--- src/rtl/sccb_config_ctrl.sv ---
// sccb_config_ctrl: walks a camera register table from a synchronous ROM and issues each entry as an SCCB 3-phase write
module sccb_config_ctrl #(
    parameter int         CLK_DIV      = 60,
    parameter logic [7:0] CAM_ID       = 8'h42,
    parameter int         BOOT_CYCLES  = 24000,
    parameter int         DELAY_CYCLES = 240000,
    parameter int         GAP_CYCLES   = 240,
    parameter int         MAX_ENTRIES  = 256
) (
    input  logic        CLOCK_24,
    input  logic        rst,
    input  logic        start,
    output logic [7:0]  rom_addr,
    input  logic [15:0] rom_data,
    output logic        SIOC,
    output logic        siod_out,
    output logic        siod_oe,
    output logic        busy,
    output logic        done,
    output logic [7:0]  write_count
);
    typedef enum logic [2:0] {BOOT, FETCH, START, SHIFT, STOP, GAP, DELAY, DONE} state_t;
    localparam logic [31:0] QT = 32'(CLK_DIV - 1);
    localparam logic [31:0] BT = 32'(BOOT_CYCLES - 1);
    localparam logic [31:0] DT = 32'(DELAY_CYCLES - 1);
    localparam logic [31:0] GT = 32'(GAP_CYCLES - 1);
    localparam logic [7:0]  LAST = 8'(MAX_ENTRIES - 1);
    localparam logic [2:0]  IDLE = 3'b110;
    state_t      state;
    logic [31:0] cnt;
    logic [1:0]  q;
    logic [4:0]  bidx;
    logic [26:0] sh;
    logic        tick;
    assign tick = cnt == QT;
    // Bus levels {SIOC, siod_out, siod_oe} for a given state and quarter; outputs are loaded with the next quarter's value
    function automatic logic [2:0] bus(input state_t s, input logic [1:0] qq, input logic b, input logic ack);
        return s == START ? (qq == 2'd0 ? 3'b111 : qq == 2'd1 ? 3'b101 : 3'b001) :
               s == SHIFT ? {qq == 2'd1 || qq == 2'd2, b, !ack} :
               s == STOP  ? (qq == 2'd0 ? 3'b001 : qq == 2'd1 ? 3'b101 : 3'b111) : IDLE;
    endfunction
    function automatic logic is_ack(input logic [4:0] n);
        return n == 5'd8 || n == 5'd17 || n == 5'd26;
    endfunction
    always_ff @(posedge CLOCK_24) begin
        if (rst) begin
            state <= BOOT;
            cnt <= '0;
            q <= '0;
            bidx <= '0;
            sh <= '0;
            rom_addr <= '0;
            write_count <= '0;
            {SIOC, siod_out, siod_oe} <= IDLE;
            busy <= 1'b0;
            done <= 1'b0;
        end else begin
            case (state)
                BOOT: begin
                    busy <= 1'b1;
                    cnt <= cnt == BT ? '0 : cnt + 1;
                    if (cnt == BT) state <= FETCH;
                end
                FETCH: begin
                    cnt <= cnt == 32'd2 ? '0 : cnt + 1;
                    if (cnt == 32'd2) begin
                        if (rom_data == 16'hFFFF) begin
                            state <= DONE;
                            busy <= 1'b0;
                            done <= 1'b1;
                        end else if (rom_data == 16'hFFF0) begin
                            state <= DELAY;
                        end else begin
                            state <= START;
                            q <= '0;
                            bidx <= '0;
                            sh <= {CAM_ID, 1'b0, rom_data[15:8], 1'b0, rom_data[7:0], 1'b0};
                            {SIOC, siod_out, siod_oe} <= bus(START, 2'd0, 1'b0, 1'b0);
                        end
                    end
                end
                START, SHIFT, STOP: begin
                    cnt <= tick ? '0 : cnt + 1;
                    if (tick) begin
                        q <= q + 2'd1;
                        if (q != 2'd3) begin
                            {SIOC, siod_out, siod_oe} <= bus(state, q + 2'd1, sh[26], is_ack(bidx));
                        end else if (state == START) begin
                            state <= SHIFT;
                            {SIOC, siod_out, siod_oe} <= bus(SHIFT, 2'd0, sh[26], 1'b0);
                        end else if (state == SHIFT && bidx != 5'd26) begin
                            bidx <= bidx + 5'd1;
                            sh <= {sh[25:0], 1'b0};
                            {SIOC, siod_out, siod_oe} <= bus(SHIFT, 2'd0, sh[25], is_ack(bidx + 5'd1));
                        end else if (state == SHIFT) begin
                            state <= STOP;
                            {SIOC, siod_out, siod_oe} <= bus(STOP, 2'd0, 1'b0, 1'b0);
                        end else begin
                            state <= GAP;
                            write_count <= write_count + {7'd0, write_count != 8'hFF};
                            {SIOC, siod_out, siod_oe} <= IDLE;
                        end
                    end
                end
                GAP, DELAY: begin
                    cnt <= cnt == (state == GAP ? GT : DT) ? '0 : cnt + 1;
                    if (cnt == (state == GAP ? GT : DT)) begin
                        if (rom_addr == LAST) begin
                            state <= DONE;
                            busy <= 1'b0;
                            done <= 1'b1;
                        end else begin
                            state <= FETCH;
                            rom_addr <= rom_addr + 8'd1;
                        end
                    end
                end
                DONE: begin
                    if (start) begin
                        state <= FETCH;
                        cnt <= '0;
                        rom_addr <= '0;
                        write_count <= '0;
                        busy <= 1'b1;
                        done <= 1'b0;
                    end
                end
                default: state <= BOOT;
            endcase
        end
    end
endmodule

--- config.mk ---
export PLATFORM = sky130hd
export DESIGN_NAME = sccb_config_ctrl
export DESIGN_NICKNAME = d
export VERILOG_FILES = /design/src/rtl/sccb_config_ctrl.sv
export SDC_FILE = /design/constraint.sdc
export NUM_CORES = 1
export LEC_CHECK = 0
export ABC_AREA = 1
export BUFFER_PORTS_ARGS = -buffer_cell sky130_fd_sc_hd__buf_2
export CAP_MARGIN = 25
export CELL_PAD_IN_SITES_DETAIL_PLACEMENT = 1
export CELL_PAD_IN_SITES_GLOBAL_PLACEMENT = 2
export CORE_ASPECT_RATIO = 0.75
export CORE_UTILIZATION = 33
export DETAILED_ROUTE_END_ITERATION = 10
export GPL_TIMING_DRIVEN = 1
export HOLD_SLACK_MARGIN = 0.12
export PLACE_DENSITY_LB_ADDON = 0.3
export SKIP_CTS_REPAIR_TIMING = 1
export SLEW_MARGIN = 20
export SYNTH_ARGS = -nofsm -noshare
export SYNTH_HDL_FRONTEND = slang
export SYNTH_SLANG_ARGS = --single-unit
--- constraint.sdc ---
create_clock -name CLOCK_24 -period 2 [get_ports CLOCK_24]
set_input_delay 0.4 -clock CLOCK_24 [delete_from_list [all_inputs] [get_ports CLOCK_24]]
set_output_delay 0.4 -clock CLOCK_24 [all_outputs]
set_load 0.02 [all_outputs]
# ---- Yosys cells after proc, flatten, opt, wreduce, memory -nomap -nowiden
# Index checks and enable logic that the tools add are counted.
dict set report word_totals {
  register_bits 90
  inputBits 19
  output_inout_bits 21
  wordCells 172
}
dict set report classes {
  addsub 5
  eq_ne 41
  n_mux 90
  n_reduce_logical 24
}
# operator count
set ops {}
lappend ops {{27-bit 2-to-1 mux} 7}
lappend ops {{32-bit 2-to-1 mux} 5}
lappend ops {{32-bit one-hot mux with 5 select lines} 1}
lappend ops {{8-bit 2-to-1 mux} 8}
lappend ops {{27-bit one-hot mux with 2 select lines} 1}
lappend ops {{3-bit 2-to-1 mux} 17}
lappend ops {{5-bit 2-to-1 mux} 7}
lappend ops {{32-bit by 1-bit adder with 32-bit output, second input constant} 1}
lappend ops {{16-bit equality test, second input constant} 2}
lappend ops {{32-bit by 15-bit equality test with 1-bit output, second input constant} 1}
lappend ops {{32-bit by 18-bit equality test with 1-bit output} 1}
lappend ops {{32-bit by 2-bit equality test with 1-bit output, second input constant} 1}
lappend ops {{32-bit by 6-bit equality test with 1-bit output, second input constant} 1}
lappend ops {{2-bit inequality test, second input constant} 16}
lappend ops {{8-bit one-hot mux with 2 select lines} 2}
lappend ops {{1-bit 2-to-1 mux} 28}
lappend ops {{5-bit equality test, second input constant} 4}
lappend ops {{18-bit 2-to-1 mux} 1}
lappend ops {{3-bit one-hot mux with 5 select lines} 1}
lappend ops {{7-bit AND reduction} 2}
lappend ops {{3-bit equality test, second input constant} 4}
lappend ops {{6-bit AND reduction} 2}
lappend ops {{5-bit by 4-bit equality test with 1-bit output, second input constant} 2}
lappend ops {{2-bit 2-to-1 mux} 5}
lappend ops {{30 further kinds} 40}

# ---- Depth between registers and ports, before layout
dict set report logic_depth {
  word_depth 10
  ltp_mapped 14
  mapped_depth_nobuf 13
}

# ---- Worst setup path after synthesis
# Ideal clock, no wire load.
dict set report synth_path {
  path_kind {register to register}
  start {register write_count[2]}
  end {register write_count[7]}
  setup_time_ps 132
  arrival_time_ps 1902
  required_time_ps 1868
  slack_ps -34
  path_stages_with_launch 13
  n_path_buf 0
  period_less_slack_ps 2034
  path_cell_list {dfxtp_1 -> inv_1 -> nor3_1 -> nand3_1 -> nand3b_1 -> ha_1 -> nand3_1 -> inv_1 -> nand4_1 -> inv_1 -> or2_2 -> nand4_1 -> a21oi_1}
}
dict set report synth_between {
  elab_chain_cells 8
}
# element line
set synth_lines {}
lappend synth_lines {{start, declared} 20} ;# output logic [7:0] write_count
lappend synth_lines {{start signal, assigned} 100} ;# write_count <= write_count + {7'd0, write_count != 8'hFF};
lappend synth_lines {{8-bit inequality test} 100}
lappend synth_lines {{8-bit by 1-bit adder with 8-bit output *} 100}
lappend synth_lines {{8-bit 2-to-1 mux *} 95} ;# end else if (state == SHIFT) begin
lappend synth_lines {{8-bit 2-to-1 mux *} 91} ;# end else if (state == SHIFT && bidx != 5'd26) begin
lappend synth_lines {{8-bit 2-to-1 mux *} 88} ;# end else if (state == START) begin
lappend synth_lines {{8-bit 2-to-1 mux *} 86} ;# if (q != 2'd3) begin
lappend synth_lines {{8-bit 2-to-1 mux *} 84} ;# if (tick) begin
lappend synth_lines {{8-bit one-hot mux with 2 select lines *} 58} ;# case (state)
# Every way passes the cells marked *; elsewhere a longest branch is shown, timed or not. The select of a mux whose other input is x is not followed.
# A chain may end at the register's enable or synchronous reset.

# ---- Worst setup path after layout
dict set report layout_path {
  start {register cnt[0]}
  end {register sh[24]}
}
dict set report layout_between {
  elab_chain_cells 3
  word_cells_on_any_way 5
  cone_classes {eq/ne: 4; reduce/logical: 1}
}
# element line
set layout_lines {}
lappend layout_lines {{start, declared} 30} ;# logic [31:0] cnt;
lappend layout_lines {{start signal, assigned} 61} ;# cnt <= cnt == BT ? '0 : cnt + 1;
lappend layout_lines {{start signal, assigned} 65} ;# cnt <= cnt == 32'd2 ? '0 : cnt + 1;
lappend layout_lines {{start signal, assigned} 83} ;# cnt <= tick ? '0 : cnt + 1;
lappend layout_lines {{32-bit by 2-bit equality test with 1-bit output / 32-bit by 6-bit equality test with 1-bit output (equally long branches)} {66, 35}}
lappend layout_lines {{2-bit inequality test (no source line)} --}
lappend layout_lines {{8-bit AND reduction (no source line) *} --}
lappend layout_lines {{end signal, assigned} 77} ;# sh <= {CAM_ID, 1'b0, rom_data[15:8], 1'b0, rom_data[7:0], 1'b0};
lappend layout_lines {{end signal, assigned} 93} ;# sh <= {sh[25:0], 1'b0};
lappend layout_lines {{end, declared} 33} ;# logic [26:0] sh;
# Every way passes the cells marked *; elsewhere a longest branch is shown, timed or not.

==> results.env <==
CLOCK_LATENCY_NS=0.35
HPWL_UM=13400
IO_PINS=40
HOLD_CLASS='input pin to register'
WORST-ENDPOINT-REQUIRED_NS=2.24
CRITICAL_PATH_ARRIVAL_NS=2.13
WORSTSETUPPATHTYPE='register to register'
OUTCOME='finished clean'
YOSYS_MOST_USED_DFF='sky130_fd_sc_hd__dfxtp_1'
WORSTREG2REGEND='sh[24]'
CTS_SINKS=89
LAYOUT_WORST_PATH_CYCLE_SHARE=0.947
ROUTE.DETAILED.VIAS_PER_INST=4.77
CELL_BREAKDOWN_OF_THE_CRITICAL_PATH='inv_1 -> ha_1 -> nand2_1 -> nor2_2 -> nand2_1 -> nor2_4 -> nor2_4 -> nor2_8 -> nand3_4 -> buf_4 -> o21ai_0 -> nor2_1'
FINAL_NET_COUNT=1078
HP-START='rom_data[0]'
SYN_AREA_PER_CELL_UM2=6.21
ANTENNA_VIOLATIONS_BEFORE_REPAIR=0
DIE_HEIGHT_UM=117
YS_SEQ_AREA_FRAC=0.307
FINALWORSTPATHREQUIREDPERIOD_NS=1.89
TOTAL_CONGESTION_OVERFLOW=0
GRT_FIRST_PASS_WIRELENGTH_UM=29700
PLACEMENT_ROWS=41
SYNTH_EDF_COUNT=0
CLOCK_TREE.ROOT_CELL='sky130_fd_sc_hd__clkbuf_16'
IO_BUFFER_COUNT=39
MAXIMUM_NUMBER_OF_PINS_ON_ONE_NET_BEFORE_GLOBAL_ROUTE_REPAIR=47
SYNTH-SEQ-CELLS=89
MAX-CAP-VIOLATIONS=0
RSZ0062_AT_GRT='yes'
CTS-HTREE-LEVELS=3
POWER.DENSITY_nW_PER_UM2=952
CPPEAKSTAGEDELAY_NS=0.35
TIMING.CRITICAL_PATH.TO_TYPE='register'
TNS_NS=0
SHARE_OF_SYNTHESIZED_FLIP_FLOPS_WITH_AN_ASYNCHRONOUS_SET_OR_RESET=0
HOLDPATHEND='sh[1]'
DIE_AREA_UM2=18100
WORST-PATH-MAX-FANOUT=5
CTS_MAX_PATH_BUFS=2
HOLDPATHSTAGES=3
SLEW_HEADROOM=0.683
YOSYSUNIQUECELLTYPES=40
AREA_GROWTH_PCT=27.8
SETUP-VIOLATIONS-FINAL=0
TIMING.FMAX_MHz=528
DRC_ERRORS=0
CTS_BUFFERS=9
VIAS=6136
SYNTH_WARNINGS=0
ROUTABILITYCONGESTION=0.799
ANT_NETS=0
FIRST_GLOBAL_VIAS=5800
POST_DRT_WL_PER_CELL_UM=14.5
SYNTHCELLS=935
TIMING.CLOCK.SKEW_NS=0.00768
FINAL-MAX-SLEW-VIOLATION-COUNT=0
TRITONCTS='yes'
WORST-R2R-SETUP-SLACK_NS=0.11
DRTITER0DRC=335
TIGHTEST_SLEW_NS=0.476
NUM_ANTENNA_CELLS=0
SYN_AREA_UM2=5800
CRIT_PATH_START_KIND='register'
POSTSYNTHNETCOUNT=966
FIRST_PASS_ITERS=4
CTS.REPORTEDPATHS.CLKPINSLEW_NS=0.07
WORST_IR_DROP_VDD_mV=0.468
REG2REG_DEPTH=12
HOLD_VIOL=0
FINAL_LAYOUT_SIZE_SUFFIX_GT1_FRAC=0.219
INITIAL_STANDARD_CELL_UTILIZATION_OF_THE_CORE=0.341
WORST_PATH_MAX_DELAY_CELL='sky130_fd_sc_hd__dfxtp_2'
DETAIL_ROUTE.WIRELENGTH_UM=18600
LAUNCH_INSTANCE_OF_THE_WORST_REGISTER_TO_REGISTER_PATH='cnt[0]'
GRT_USE_TOTAL=0.207
TOTALPOWERFINAL_mW=7.05
CELLLEAKAGEPOWER_nW=3.43
AREA_OF_THE_PLACEABLE_CORE_UM2=17000
DIE_WIDTH_UM=155
-- cell usage in the layout, fill, tap and decap left out, drive strengths merged, types with 15 or more instances in the layout --
| cell type | n |
|---|---|
| inv | 100 |
| a21oi | 53 |
| nand2 | 255 |
| nor2 | 194 |
| dfxtp | 89 |
| nand3 | 69 |
| xor2 | 23 |
| nor3 | 18 |
| o21ai | 32 |
| nand4 | 15 |
| buf | 132 |
-- synthesized netlist by cell type, types with 3 or more instances --
master	n	area, µm²
sky130_fd_sc_hd__nand3_1	65	325
sky130_fd_sc_hd__a21o_1	5	37.5
sky130_fd_sc_hd__buf_6	4	45.0
sky130_fd_sc_hd__a21oi_2	5	43.8
sky130_fd_sc_hd__a21oi_1	48	240
sky130_fd_sc_hd__or2_2	4	25.0
sky130_fd_sc_hd__o21ai_0	30	150
sky130_fd_sc_hd__nand2_2	6	37.5
sky130_fd_sc_hd__xnor2_1	4	35.0
sky130_fd_sc_hd__o311ai_0	12	105
sky130_fd_sc_hd__dfxtp_1	89	1780
sky130_fd_sc_hd__nor2_2	14	87.6
sky130_fd_sc_hd__nor3_1	18	90.1
sky130_fd_sc_hd__inv_2	9	33.8
sky130_fd_sc_hd__buf_2	14	70.1
sky130_fd_sc_hd__nor2_1	175	657
sky130_fd_sc_hd__nand2_1	248	931
sky130_fd_sc_hd__ha_1	12	150
sky130_fd_sc_hd__xor2_1	23	201
sky130_fd_sc_hd__nand4_1	15	93.8
sky130_fd_sc_hd__clkbuf_1	16	60.1
sky130_fd_sc_hd__inv_1	90	338
sky130_fd_sc_hd__nand3b_1	4	30.0
sky130_fd_sc_hd__o31ai_1	3	22.5
-- how the worst max path moves through the flow --
stage / start / end / slack [ns] / depth (start not counted)
final: cnt[0] / sh[24] / 0.11 / 12
after global routing: cnt[0] / sh[24] / -0.13 / 12
after CTS: cnt[0] / cnt[16] / -0.07 / 9
after detailed placement: cnt[1] / cnt[16] / -0.04 / 9
after global placement: write_count[4] / write_count[7] / 0.03 / 12
after floorplan: write_count[5] / write_count[7] / 0.006 / 12
-- stage by stage --
stage | worst slack, ns | instances | cell area (µm²) | hold slack, ns | util
after detailed placement | -0.0374 | 1260 | 6800 | 0.463 | 0.400
after global routing | -0.133 | 1287 | 7410 | 0.354 | 0.435
after floorplan | 0.00595 | 935 | 5810 | 0.454 | -
after CTS | -0.0692 | 1275 | 7130 | 0.320 | 0.419
final | 0.106 | 1287 | 7410 | 0.331 | 0.435
after global placement | 0.0336 | 1260 | 6800 | 0.456 | 0.400
-- cell families after synthesis --
group	share of synthesized area
fa+ha+maj	0.0259
compound gates	0.113
buf+inv	0.0981
flops	0.307
xor+xnor	0.0408
simple gates	0.415
-- layout make-up --
class | count | area (µm²)
sequential | 89 | 1800
clock inverter | 4 | 76.3
fill | 2279 | 9620
inverter | 101 | 384
clock buffer | 11 | 253
multi-input combinational | 711 | 3600
timing repair buffer | 134 | 997
timing repair inverter | 1 | 7.51
tap | 236 | 295
-- state kept, by name (all words and copies together) (netlist names) --
| signal | cells |
|---|---|
| done | 1 |
| state | 3 |
| write_count | 8 |
| siod_oe | 1 |
| q | 2 |
| rom_addr | 8 |
| SIOC | 1 |
| busy | 1 |
| siod_out | 1 |
| sh | 26 |
| cnt | 32 |
| bidx | 5 |
-- critical path: cells and delay by family (launching register included) --
family          cells  cell delay, ns
simple gates        8            0.87
flops               1            0.35
buf+inv             2            0.25
compound gates      1            0.17
fa+ha+maj           1            0.15
-- metal layers --
metal,share of wire,up-vias,global-route usage
met2,0.42,102,0.310
met5,0,-,0
met4,0.0061,0,0.0383
li1,-,3197,-
met1,0.53,2825,0.309
met3,0.050,12,0.0365
-- power by group --
group	leakage [nW]	switching (mW)	internal, mW
Combinational	2.54	1.81	1.12
Sequential	0.730	0.190	2.03
Clock	0.158	0.742	1.16
No activity file was read; power rests on OpenSTA's default activity.
